<file path="src/rtl/dino_motion_ctrl.sv">
// Dino runner motion controller: per-frame height/velocity integration, jump/duck/death FSM, sprite select.
// Dino_Y is combinational from GroundY and the registered height; every other output is registered or decoded state.
module dino_motion_ctrl #(
  parameter int W         = 11,
  parameter int VW        = 8,
  parameter int V_INIT    = -20,
  parameter int G         = 1,
  parameter int V_CUT     = -6,
  parameter int FAST_FALL = 2,
  parameter int V_MAX     = 20,
  parameter int X_HOME    = 50,
  parameter int ANIM_DIV  = 6,
  parameter int STAND_W   = 44,
  parameter int STAND_H   = 47,
  parameter int DUCK_W    = 59,
  parameter int DUCK_H    = 30
) (
  input  logic                 FrameClk,
  input  logic                 rst,
  input  logic                 jump,
  input  logic                 duck,
  input  logic                 hit,
  input  logic                 restart,
  input  logic [W-1:0]         GroundY,
  output logic [W-1:0]         Dino_X,
  output logic [W-1:0]         Dino_Y,
  output logic signed [VW-1:0] Velocity,
  output logic [2:0]           state,
  output logic [3:0]           dinoSEL,
  output logic [9:0]           DinoWidth,
  output logic [9:0]           DinoHeight,
  output logic                 Airborne,
  output logic                 isDead
);

  localparam int AW = ((W > VW) ? W : VW) + 2;
  localparam int CW = (ANIM_DIV > 1) ? $clog2(ANIM_DIV) : 1;
  localparam logic signed [AW-1:0] ZERO_A = '0;
  localparam logic signed [AW-1:0] VCUT_A = AW'(V_CUT);
  localparam logic signed [AW-1:0] VMAX_A = AW'(V_MAX);

  typedef enum logic [2:0] {RUN = 3'd0, DUCK = 3'd1, RISE = 3'd2, FALL = 3'd3, DEAD = 3'd4} stateT;

  stateT                 curState, nextState;
  logic [W-1:0]          hQ, hNext;
  logic signed [VW-1:0]  vQ, vNext;
  logic [CW-1:0]         animCnt, cntNext;
  logic                  phase, phaseNext;

  logic signed [AW-1:0]  hExt, vExt, gyExt, gEff, vEff, hCalc, vCalc;

  assign hExt  = $signed({{(AW-W){1'b0}}, hQ});
  assign vExt  = {{(AW-VW){vQ[VW-1]}}, vQ};
  assign gyExt = $signed({{(AW-W){1'b0}}, GroundY});
  assign gEff  = AW'(G) + (duck ? AW'(FAST_FALL) : ZERO_A);

  always_ff @(posedge FrameClk or posedge rst) begin
    if (rst) begin
      curState <= RUN;
      hQ       <= '0;
      vQ       <= '0;
      animCnt  <= '0;
      phase    <= 1'b0;
    end else begin
      curState <= nextState;
      hQ       <= hNext;
      vQ       <= vNext;
      animCnt  <= cntNext;
      phase    <= phaseNext;
    end
  end

  always_comb begin
    nextState = curState;
    hNext     = hQ;
    vNext     = vQ;
    cntNext   = animCnt;
    phaseNext = phase;
    vEff      = vExt;
    hCalc     = ZERO_A;
    vCalc     = ZERO_A;
    if (curState == DEAD) begin
      if (restart) begin
        nextState = RUN;
        hNext     = '0;
        vNext     = '0;
        cntNext   = '0;
        phaseNext = 1'b0;
      end
    end else if (hit) begin
      nextState = DEAD;
    end else begin
      case (curState)
        RUN, DUCK: begin
          if (animCnt == CW'(ANIM_DIV - 1)) begin
            cntNext   = '0;
            phaseNext = ~phase;
          end else begin
            cntNext = animCnt + 1'b1;
          end
          if (jump) begin
            nextState = RISE;
            vNext     = VW'(V_INIT);
          end else if (duck) begin
            nextState = DUCK;
          end else begin
            nextState = RUN;
          end
        end
        RISE, FALL: begin
          // Releasing jump early caps upward speed, giving short hops.
          vEff  = (curState == RISE && !jump && vExt < VCUT_A) ? VCUT_A : vExt;
          hCalc = hExt - vEff;
          vCalc = vEff + gEff;
          if (hCalc <= ZERO_A) begin
            hNext     = '0;
            vNext     = '0;
            nextState = duck ? DUCK : RUN;
          end else begin
            hNext = (hCalc > gyExt) ? GroundY : hCalc[W-1:0];
            vNext = (vCalc > VMAX_A) ? VW'(V_MAX) : vCalc[VW-1:0];
            if (curState == RISE && vCalc >= ZERO_A) nextState = FALL;
          end
        end
        default: nextState = RUN;
      endcase
    end
  end

  always_comb begin
    dinoSEL = 4'd0;
    case (curState)
      RUN:     dinoSEL = phase ? 4'd2 : 4'd1;
      DUCK:    dinoSEL = phase ? 4'd4 : 4'd3;
      DEAD:    dinoSEL = 4'd5;
      default: dinoSEL = 4'd0;
    endcase
  end

  assign Dino_X     = W'(X_HOME);
  assign Dino_Y     = GroundY - hQ;
  assign Velocity   = vQ;
  assign state      = curState;
  assign DinoWidth  = (curState == DUCK) ? 10'(DUCK_W) : 10'(STAND_W);
  assign DinoHeight = (curState == DUCK) ? 10'(DUCK_H) : 10'(STAND_H);
  assign Airborne   = (curState == RISE) || (curState == FALL);
  assign isDead     = (curState == DEAD);

endmodule

</file>
<file path="config.mk">
export PLATFORM = sky130hd
export DESIGN_NAME = dino_motion_ctrl
export DESIGN_NICKNAME = d
export VERILOG_FILES = /design/src/rtl/dino_motion_ctrl.sv
export SDC_FILE = /design/constraint.sdc
export NUM_CORES = 1
export LEC_CHECK = 0
export ABC_AREA = 1
export CAP_MARGIN = 20
export CORE_AREA = 2 2 91 93
export DETAILED_ROUTE_END_ITERATION = 10
export DIE_AREA = 0 0 93 95
export GPL_TIMING_DRIVEN = 0
export PLACE_DENSITY = 0.71
export SLEW_MARGIN = 20
export SYNTH_ARGS = -nofsm -noshare
export SYNTH_HDL_FRONTEND = slang
export SYNTH_SLANG_ARGS = --single-unit
</file>
<file path="constraint.sdc">
create_clock -name FrameClk -period 6.7 [get_ports FrameClk]
set_clock_uncertainty 0.1 [all_clocks]
set_input_delay 1.34 -clock FrameClk [delete_from_list [all_inputs] [get_ports FrameClk]]
set_output_delay 1.34 -clock FrameClk [all_outputs]
set_load 0.03 [all_outputs]
</file>
After elaboration in Yosys (flattened, before gate mapping)
Index checks and enable logic that the tools add are counted.
{"block": "word_totals", "regBits": 26, "word_cells": 79}
{"block": "classes", "n_mux": 37, "n_eq_ne": 9, "order_cmp": 5, "reduce_logical": 17, "bitwise_logic": 1, "add_sub_neg": 5}
{"cell": "$mux W11", "n": 6}
{"cell": "$mux W8", "n": 6}
{"cell": "$mux W3", "n": 10}
{"cell": "$pmux W8 S2", "n": 1}
{"cell": "$add A13 B4 Y13", "n": 1}
{"cell": "$ge A13 B1 Y1 const B", "n": 1}
{"cell": "$gt A13 B12 Y1", "n": 1}
{"cell": "$gt A13 B6 Y1 const B", "n": 1}
{"cell": "$le A13 B1 Y1 const B", "n": 1}
{"cell": "$mux W13", "n": 1}
{"cell": "$sub A12 B13 Y13", "n": 1}
{"cell": "$sub A11 B11 Y11", "n": 1}
{"cell": "$pmux W3 S3", "n": 1}
{"cell": "$lt A8 B4 Y1 const B", "n": 1}
{"cell": "$reduce_and A4 Y1", "n": 2}
{"cell": "$eq A3 B2 Y1 const B", "n": 2}
{"cell": "$eq A3 B3 Y1 const B", "n": 2}
{"cell": "$mux W1", "n": 6}
{"cell": "$mux W2", "n": 3}
{"cell": "$mux W6", "n": 1}
{"cell": "$pmux W3 S2", "n": 1}
{"cell": "$reduce_and A3 Y1", "n": 2}
{"cell": "$reduce_bool A2 Y1", "n": 3}
{"cell": "$mux W5", "n": 1}
{"cell": "15 further kinds", "n": 18}

Longest topological paths before layout
Gate-level depths: netlist of the first run.
{"block": "logic_depth", "word_depth": 12, "depth_mapped": 34, "ltp_nobuf": 32}

Least setup slack after synthesis of the first run
No wires, ideal clock.
{"block": "synth_timing", "path_type": "input port to output port", "startpoint": "input GroundY[0]", "endpoint": "output Dino_Y[10]", "required_time_ps": 5260, "setup_slack_ps": 1808, "path_buffers": 0, "stages": 12, "t_arrival_ps": 3452, "path_cell_list": "inv_1 > ha_1 > fa_1 > o21ai_0 > a21oi_1 > o21ai_0 > nand2_1 > nand2_1 > a21oi_1 > o21ai_0 > a21oi_1 > xor2_1"}
{"block": "synth_via", "elab_chain_len": 1}
{"item": "from (decl)", "line_no": "24", "rtl": "input logic [W-1:0] GroundY,"}
{"item": "$sub A11 B11 Y11", "line_no": "141", "rtl": "assign Dino_Y = GroundY - hQ;"}
{"item": "to (decl)", "line_no": "26", "rtl": "output logic [W-1:0] Dino_Y,"}
Every way passes these cells.

Worst setup path in the final report of the first run
Ends and elaborated chain as after synthesis.

==> results of run 1 <==
[per-layer routing]
layer / GRT usage / wire length [µm] / part of all wire / vias up
li1: - / - / - / 1699
met3: 0.02394 / 200 / 0.026 / 6
met5: 0 / 0 / 0 / -
met1: 0.2342 / 3607 / 0.46 / 1439
met2: 0.3333 / 3946 / 0.50 / 46
met4: 0.03676 / 78 / 0.010 / 0
[worst max-delay path by stage]
stage                      end  cells after the start
floorplan           Dino_Y[10]                     12
global placement    Dino_Y[10]                     14
detailed placement  Dino_Y[10]                     14
CTS                 Dino_Y[10]                     14
global route        Dino_Y[10]                     14
finish              Dino_Y[10]                     14
[worst reg2reg max path: cells and delay by family, from the launching register on]
family                   cells  cell delay, ns
flip-flops                   1            0.46
AO/OA/AOI/OAI                1            0.15
adder cells (fa/ha/maj)      3            0.87
AND/OR/NAND/NOR             21            2.01
buffers and inverters        6            0.69
[registers in the layout, indices dropped and copies added (netlist names)]
signal and count:
state 3, hQ 11, animCnt 3, phase 1, Velocity 8
[stage by stage]
stage	instances	cell area [µm²]
2_1_floorplan	530	3506
3_3_place_gp	685	4138
3_5_place_dp	686	4165
4_1_cts	690	4220
5_1_grt	690	4220
6_report	690	4220
[area by class of cell]
cell class / instances / area (µm²)
Sequential cell: 26 / 650.6
Buffer: 35 / 272.8
Clock buffer: 4 / 55.05
Tap cell: 105 / 131.4
Inverter: 96 / 360.3
Fill cell: 804 / 3707
Multi-Input combinational cell: 373 / 2222
Timing Repair Buffer: 51 / 528.0
[power by group through the flow]
stage                     combinational (mW)  clock (mW)  sequential [mW]
after floorplan                         1.08           0            0.288
after global placement                  1.45           0            0.262
after detailed placement                1.49           0            0.264
after CTS                               1.50       0.114            0.261
after global routing                    1.67       0.119            0.266
final                                   1.49       0.111            0.260
[layout by cell type (no fill, tap or decap), drive strengths merged, types with 8 or more instances in the layout]
cell type / Yosys / layout
nand4: 8 / 8
a21oi: 22 / 22
buf: 34 / 35
clkdlybuf4s50: 0 / 50
ha: 34 / 34
o21ai: 26 / 26
dfrtp: 26 / 26
xor2: 12 / 12
conb: 2 / 25
nand3: 42 / 42
nand2: 152 / 152
inv: 94 / 94
nor2: 26 / 26
[cells by family after synthesis]
kind of cell             Yosys count  share of synthesized area
AO/OA/AOI/OAI                     57                    0.09001
XOR/XNOR                          16                    0.04098
adder cells (fa/ha/maj)           37                     0.1420
buffers and inverters            131                     0.1851
flip-flops                        26                     0.1903
other                              2                   0.002196
AND/OR/NAND/NOR                  238                     0.3494
==> impl_results.md, run 1 <==
* Proportion of netlist area held by the largest area contributor at 0.1903
* GRT Overall Usage at 0.1837
* CTS H-tree depth at 1
* Diode count at 0
* Slowest library cell on the worst path: sky130_fd_sc_hd__clkdlybuf4s50_1
* Max stage delay on crit path at 0.69 ns
* Fraction of registers with async set/reset at 1.000
* Area growth syn-to-layout at 23.42%
* Result of the run: finished, final reports clean
* Cell count after synthesis at 507
* Endpoint type of the worst setup path: output pin
* Clk slew on worst S/H paths at 0.11 ns
* Most common cell in the synthesized netlist: sky130_fd_sc_hd__nand2_1
* Endpoint, Worst Hold: hQ[0]
* Buffers inserted by post-CTS timing repair at 0
* Largest cells by area after synthesis: sky130_fd_sc_hd__dfrtp_1, sky130_fd_sc_hd__nand2_1, sky130_fd_sc_hd__ha_1
* Count of pins over their slew limit at 0
* Chain of cells forming the critical path: clkdlybuf4s50_1, inv_1, ha_1, fa_1, o21ai_0, a21oi_1, o21ai_0, nand2_1, nand2_1, a21oi_1, o21ai_0, a21oi_1, xor2_1, clkdlybuf4s50_1
* Violation count after the first detailed-route iteration at 169
* Remaining number of nets flagged by the antenna check after routing at 0
* Worst setup path class: input pin to output pin
* Clock power frac at 0.060
* Synth cell count leaders: sky130_fd_sc_hd__nand2_1, sky130_fd_sc_hd__inv_1, sky130_fd_sc_hd__ha_1, sky130_fd_sc_hd__buf_4, sky130_fd_sc_hd__dfrtp_1
* Top FF cell, synth: sky130_fd_sc_hd__dfrtp_1
* Maximum number of pins on one net before global-route repair at 16
* Number of DRC violations after detailed routing at 0
* Total I/O pin count at 76
* Final hold violations at 0
* TritonCTS sink count at 26
* Global-route wire length before repair at 13,390 µm
* Distinct cell type count after synthesis at 39
* Total congestion overflow after global routing at 0
* Worst path arrival time at 4.59 ns
* Final period demand of the worst path at 6.030 ns
* Count of buffer and inverter cells on the critical path at 3
* Cell internal power dissipation at 0.8025 mW
* Total clock buffers created by CTS at 3
* Insertion delay to the later sink of the worst-skew pair at 0.28 ns
* P per Cell Area at 440.9 nW/µm²
* Share of power burned in combinational logic at 0.801
* Final Cycle Share at 0.9000
* Unrepaired setup endpoints after global routing: false
* Cell Area, Synth at 3420 µm²
* Worst slew margin relative to its limit at 0.4697
* CTS max path bufs at 2
* Gates resized, CTS repair at 0
* Reported net switching power at 1.058 mW
* Number of iterations in the first detailed-routing pass at 4
* Sw frac at 0.5687
* Post-synthesis area per instance at 6.745 µm²
* Final-layout worst hold slack at 0.4395 ns
* Post-DP HPWL at 6612 µm
* Register-to-register setup slack at 2.32 ns
* Worst Max-Slew Pin Slew at 0.7872 ns
* Total die area at 8835 µm²
* Startpoint of the lowest-slack hold path: hQ[0]
* IO Port Bufs at 50
* Overall power of the completed layout at 1.861 mW
* Worst reg-to-reg path cell count at 31
* Aggregate routed wire length at 7833 µm
* FF+latch count, synth at 26
* Launch point of the worst path: GroundY[0]
* Most area-hungry cell type in the Yosys netlist: sky130_fd_sc_hd__dfrtp_1
* Minimum setup slack after placement at 0.6581 ns
* Total negative slack for setup checks at 0 ns
* Largest delay share family, worst path: buffers and inverters
* CTS tree: yes
* Weighted congestion at the end of routability-driven global placement at 0.9105
* Via/cell ratio at 4.623
* Max rail drop VDD at 0.0001480 V
* Die width at 93 µm
* Critical path required time at 5.26 ns
* Sequential cell area fraction in the yosys report at 0.1903
* Via count of the first global-routing pass at 3,035
* Number of flops mapped to enable cells by yosys at 0
* Worst Hold Path Cells at 2
* Num rows at 33
* Path category of the worst min-delay check: register to register
* Number of max-cap violations at 0
* CTS root buffer: sky130_fd_sc_hd__clkbuf_8
* Worst reg2reg endpoint: hQ[6]
* Initial Util at 0.4313
* Highest attainable clock frequency at 0.1658 GHz
* Critical path startpoint category: input pin
* Floorplan die height at 95 µm
* Routed vias at 3,190
* CTS Hold Buffers Added at 0
* Power share of the sequential group at 0.140
* Startpoint of the worst register-to-register path: Velocity[3]
* Share of layout cells above drive strength 1 at 0.1538
* Antenna violations before repair at 0
* Pleak at 2.269 nW
* Post-layout util at 0.5324
* Net total in the final layout at 640
* Total setup violations reported at the end of the flow at 0
* Area of the core at 7928 µm²
* Maximum fanout encountered on the critical timing path at 2
* Total of warnings raised by yosys at 0
* Final setup slack of the worst path at 0.6699 ns
* Post-detailed-route wirelength per cell at 11.35 µm
Note: power is estimated with default switching activity, not from simulation.
==> run 2, diff against run 1 <==
--- a/config.mk
+++ b/config.mk
@@ -5,12 +5,10 @@
 export SDC_FILE = /design/constraint.sdc
 export NUM_CORES = 1
 export LEC_CHECK = 0
-export ABC_AREA = 1
-export CAP_MARGIN = 20
-export CORE_AREA = 2 2 91 93
+export CORE_AREA = 2 2 89 91
 export DETAILED_ROUTE_END_ITERATION = 10
-export DIE_AREA = 0 0 93 95
-export GPL_TIMING_DRIVEN = 0
+export DIE_AREA = 0 0 91 93
+export GPL_TIMING_DRIVEN = 1
 export PLACE_DENSITY = 0.71
 export SLEW_MARGIN = 20
 export SYNTH_ARGS = -nofsm -noshare
==> run 2 against run 1 <==
Compared with the run above:
- synthesized cell count decreased by 17%
- sequential power is essentially flat
- power decreased by 10%
- maximum frequency is 3.2% lower
- combinational power fell by 15%
- first-iteration DRC count grew 5.3%
- area after synthesis decreased by 4.1%
- critical endpoint is now hQ[10]
- largest power group unchanged
==> impl_results.md, run 2 <==
* Result of the run: finished, final reports clean
* Most common cell in the synthesized netlist: sky130_fd_sc_hd__inv_1
* Register-to-register setup slack at 1.23 ns (-1.09 ns)
* Proportion of netlist area held by the largest area contributor at 0.1983 (+0.008055)
* Die width at 91 µm (-2.2%)
* Final setup slack of the worst path at 0.4730 ns (-0.1969 ns)
* Weighted congestion at the end of routability-driven global placement at 0.9498 (+4.3%)
* Routed vias at 2,997 (-6.1%)
* CTS max path bufs at 2 (unchanged)
* Synth cell count leaders: sky130_fd_sc_hd__inv_1, sky130_fd_sc_hd__nand2_1, sky130_fd_sc_hd__ha_1, sky130_fd_sc_hd__nor2_1, sky130_fd_sc_hd__buf_4
* Diode count at 0 (unchanged)
* Total I/O pin count at 76 (unchanged)
* P per Cell Area at 440.1 nW/µm² (-0.19%)
* Global-route wire length before repair at 12,780 µm (-4.5%)
* Post-detailed-route wirelength per cell at 13.62 µm (+20%)
* Max rail drop VDD at 0.0001703 V (+15%)
* Total clock buffers created by CTS at 3 (unchanged)
* Largest delay share family, worst path: compound AO/OA/AOI/OAI gates
* Count of pins over their slew limit at 0 (unchanged)
* Total negative slack for setup checks at 0 ns (unchanged)
* Final-layout worst hold slack at 0.4438 ns (+0.004283 ns)
* Maximum fanout encountered on the critical timing path at 6 (+4)
* Max stage delay on crit path at 0.55 ns (-0.14 ns)
* IO Port Bufs at 50 (unchanged)
* Floorplan die height at 93 µm (-2.1%)
* Fraction of registers with async set/reset at 1.000 (unchanged)
* Share of layout cells above drive strength 1 at 0.04814 (-0.1057)
* Number of flip-flops in the largest register at 11 (unchanged)
* Pleak at 1.723 nW (-24%)
* Sequential cell area fraction in the yosys report at 0.1983 (+0.008055)
* Number of DRC violations after detailed routing at 0 (unchanged)
* Power share of the sequential group at 0.156 (+0.016)
* Clock power frac at 0.081 (+0.021)
* Total of fill cells in the finished design at 757 (-5.8%)
* Sw frac at 0.5067 (-0.06203)
* Slowest library cell on the worst path: sky130_fd_sc_hd__a2111oi_0
* Total of warnings raised by yosys at 0 (unchanged)
* Largest cells by area after synthesis: sky130_fd_sc_hd__dfrtp_1, sky130_fd_sc_hd__ha_1, sky130_fd_sc_hd__buf_4
* Via/cell ratio at 5.361 (+16%)
* Total congestion overflow after global routing at 0 (unchanged)
* Most area-hungry cell type in the Yosys netlist: sky130_fd_sc_hd__dfrtp_1
* CTS root buffer: sky130_fd_sc_hd__clkbuf_8
* TritonCTS sink count at 26 (unchanged)
* CTS H-tree depth at 1 (unchanged)
* Post-DP HPWL at 6138 µm (-7.2%)
* Register ranked first by flip-flop count: hQ
* Count of buffer and inverter cells on the critical path at 3 (unchanged)
* Endpoint type of the worst setup path: register
* FF+latch count, synth at 26 (unchanged)
* Worst slew margin relative to its limit at 0.4402 (-0.02945)
* Number of iterations in the first detailed-routing pass at 4 (unchanged)
* Final Cycle Share at 0.9294 (+0.02939)
* Num rows at 32 (-3.0%)
* Unrepaired setup endpoints after global routing: false
* Worst setup path class: input pin to register
* Worst Max-Slew Pin Slew at 0.8366 ns (+0.04940 ns)
* Minimum setup slack after placement at 0.2045 ns (-0.4537 ns)
* CTS Hold Buffers Added at 0 (unchanged)
* Highest attainable clock frequency at 0.1606 GHz (-3.2%)
* Violation count after the first detailed-route iteration at 178 (+5.3%)
* Share of power burned in combinational logic at 0.763 (-0.038)
* Overall power of the completed layout at 1.667 mW (-10%)
* Final Instance Count excl. Fillers at 559 (-19%)
* Clk slew on worst S/H paths at 0.10 ns (about the same)
* Cell internal power dissipation at 0.8222 mW (+2.5%)
* Via count of the first global-routing pass at 2,781 (-8.4%)
* Final period demand of the worst path at 6.227 ns (+0.1969 ns)
* Chain of cells forming the critical path: clkdlybuf4s50_1, nor3b_2, o211ai_1, nand2b_1, inv_1, ha_1, nor2b_1, o31ai_1, a21oi_1, maj3_1, xnor2_1, ha_1, a21o_1, a2111oi_0, nand2b_1, o21ai_0, a21o_1, buf_4, mux2i_1, o21ai_0
* Cell Area, Synth at 3281 µm² (-4.1%)
* Number of flops mapped to enable cells by yosys at 0 (unchanged)
* CTS tree: yes
* Worst path arrival time at 6.28 ns (+1.69 ns)
* Total die area at 8463 µm² (-4.2%)
* Buffers inserted by post-CTS timing repair at 0 (unchanged)
* Final hold violations at 0 (unchanged)
* GRT Overall Usage at 0.1792 (-0.004475)
* Critical path startpoint category: input pin
* Number of max-cap violations at 0 (unchanged)
* Critical path required time at 6.75 ns (+1.49 ns)
* Maximum number of pins on one net before global-route repair at 27 (+11)
* Area of the core at 7527 µm² (-5.1%)
* Top FF cell, synth: sky130_fd_sc_hd__dfrtp_1
* Net total in the final layout at 512 (-20%)
* Insertion delay to the later sink of the worst-skew pair at 0.28 ns (about the same)
* Cell count after synthesis at 419 (-17%)
* Post-synthesis area per instance at 7.830 µm² (+16%)
* Total setup violations reported at the end of the flow at 0 (unchanged)
* Leading cell types in the layout, fill and taps excluded: sky130_fd_sc_hd__clkdlybuf4s50_1, sky130_fd_sc_hd__inv_1, sky130_fd_sc_hd__nand2_1, sky130_fd_sc_hd__ha_1, sky130_fd_sc_hd__nor2_1
* Number of cells after detailed placement at 555 (-19%)
* Reported net switching power at 0.8444 mW (-20%)
* Area growth syn-to-layout at 15.45%
* Antenna violations before repair at 0 (unchanged)
* Gates resized, CTS repair at 0 (unchanged)
* Commonest non-fill, non-tap cell in the layout: sky130_fd_sc_hd__clkdlybuf4s50_1
* Path category of the worst min-delay check: register to register
* Aggregate routed wire length at 7616 µm (-2.8%)
* Remaining number of nets flagged by the antenna check after routing at 0 (unchanged)
* Initial Util at 0.4358 (+0.004493)
* Distinct cell type count after synthesis at 66 (+69%)
-- run 2: cell count changes after synthesis, moves of 6 or more --
cell                       before  now
sky130_fd_sc_hd__o31ai_1        0    6
sky130_fd_sc_hd__mux2i_1        0   13
sky130_fd_sc_hd__nor2_1        22   32
sky130_fd_sc_hd__o21ai_0       20   27
sky130_fd_sc_hd__a21boi_0       0    6
sky130_fd_sc_hd__nand2_2       20    0
sky130_fd_sc_hd__nand3_2       15    0
sky130_fd_sc_hd__nand2b_1       0   10
sky130_fd_sc_hd__nand2_1      128   36
sky130_fd_sc_hd__inv_1         93   41
sky130_fd_sc_hd__a21o_1         0   10
sky130_fd_sc_hd__nand3_1       25    9
sky130_fd_sc_hd__nor2b_1        0    7
-- run 2: kinds of logic after synthesis --
family / after synthesis / share of synthesized area
muxes: 15 / 0.04653
AOI/OAI and AO/OA: 112 / 0.2292
buffers and inverters: 84 / 0.1400
and+or+nand+nor: 125 / 0.1873
other: 2 / 0.002289
xor gates and xnor gates: 17 / 0.04538
DFF: 26 / 0.1983
adders and majority gates: 38 / 0.1510
-- run 2: metal layers --
layer  global-route usage  wire length (µm)  vias to the layer above  part of all wire
met4              0.03662                51                        0            0.0067
met2               0.3086              3765                       87              0.49
met3              0.01531               325                        4             0.043
met1               0.2471              3473                     1412              0.46
li1                     -                 -                     1494                 -
met5                    0                 0                        -                 0
-- run 2: worst paths after layout --
kind,from,to,depth (start not counted)
worst max-delay path,jump,hQ[10],20
min in group asynchronous,rst,animCnt[2],2
worst min-delay path,hQ[8],hQ[8],2
max in group asynchronous,rst,hQ[0],2
worst max register to register,Velocity[4],hQ[10],20
worst min register to register,hQ[8],hQ[8],2
-- run 2: area by class of cell --
type / instances / area, µm² / area share
Timing Repair Buffer: 53 / 523.0 / 0.1381
Clock buffer: 3 / 41.29 / 0.01090
Clock inverter: 1 / 30.03 / 0.007929
Multi-Input combinational cell: 332 / 2257 / 0.5960
Inverter: 42 / 157.7 / 0.04163
Tap cell: 102 / 127.6 / 0.03370
Sequential cell: 26 / 650.6 / 0.1718
-- run 2: metrics by stage --
stage / utilization / instance area (µm²)
2_1_floorplan: - / 3367
3_3_place_gp: 0.4937 / 3716
3_5_place_dp: 0.4937 / 3716
4_1_cts: 0.5032 / 3787
5_1_grt: 0.5032 / 3787
6_report: 0.5032 / 3787
-- run 2: power by group through the flow --
stage | Combinational, mW | Clock, mW | Sequential, mW
global placement | 1.24 | 0 | 0.261
global route | 1.40 | 0.142 | 0.269
floorplan | 0.952 | 0 | 0.264
detailed placement | 1.26 | 0 | 0.262
finish | 1.27 | 0.135 | 0.260
CTS | 1.27 | 0.136 | 0.259
-- run 2: worst min-delay path, delay by kind of cell, from the launching register on --
kind / cells / cell delay (ns)
and+or+nand+nor: 1 / 0.06
DFF: 1 / 0.39
AOI/OAI and AO/OA: 1 / 0.06
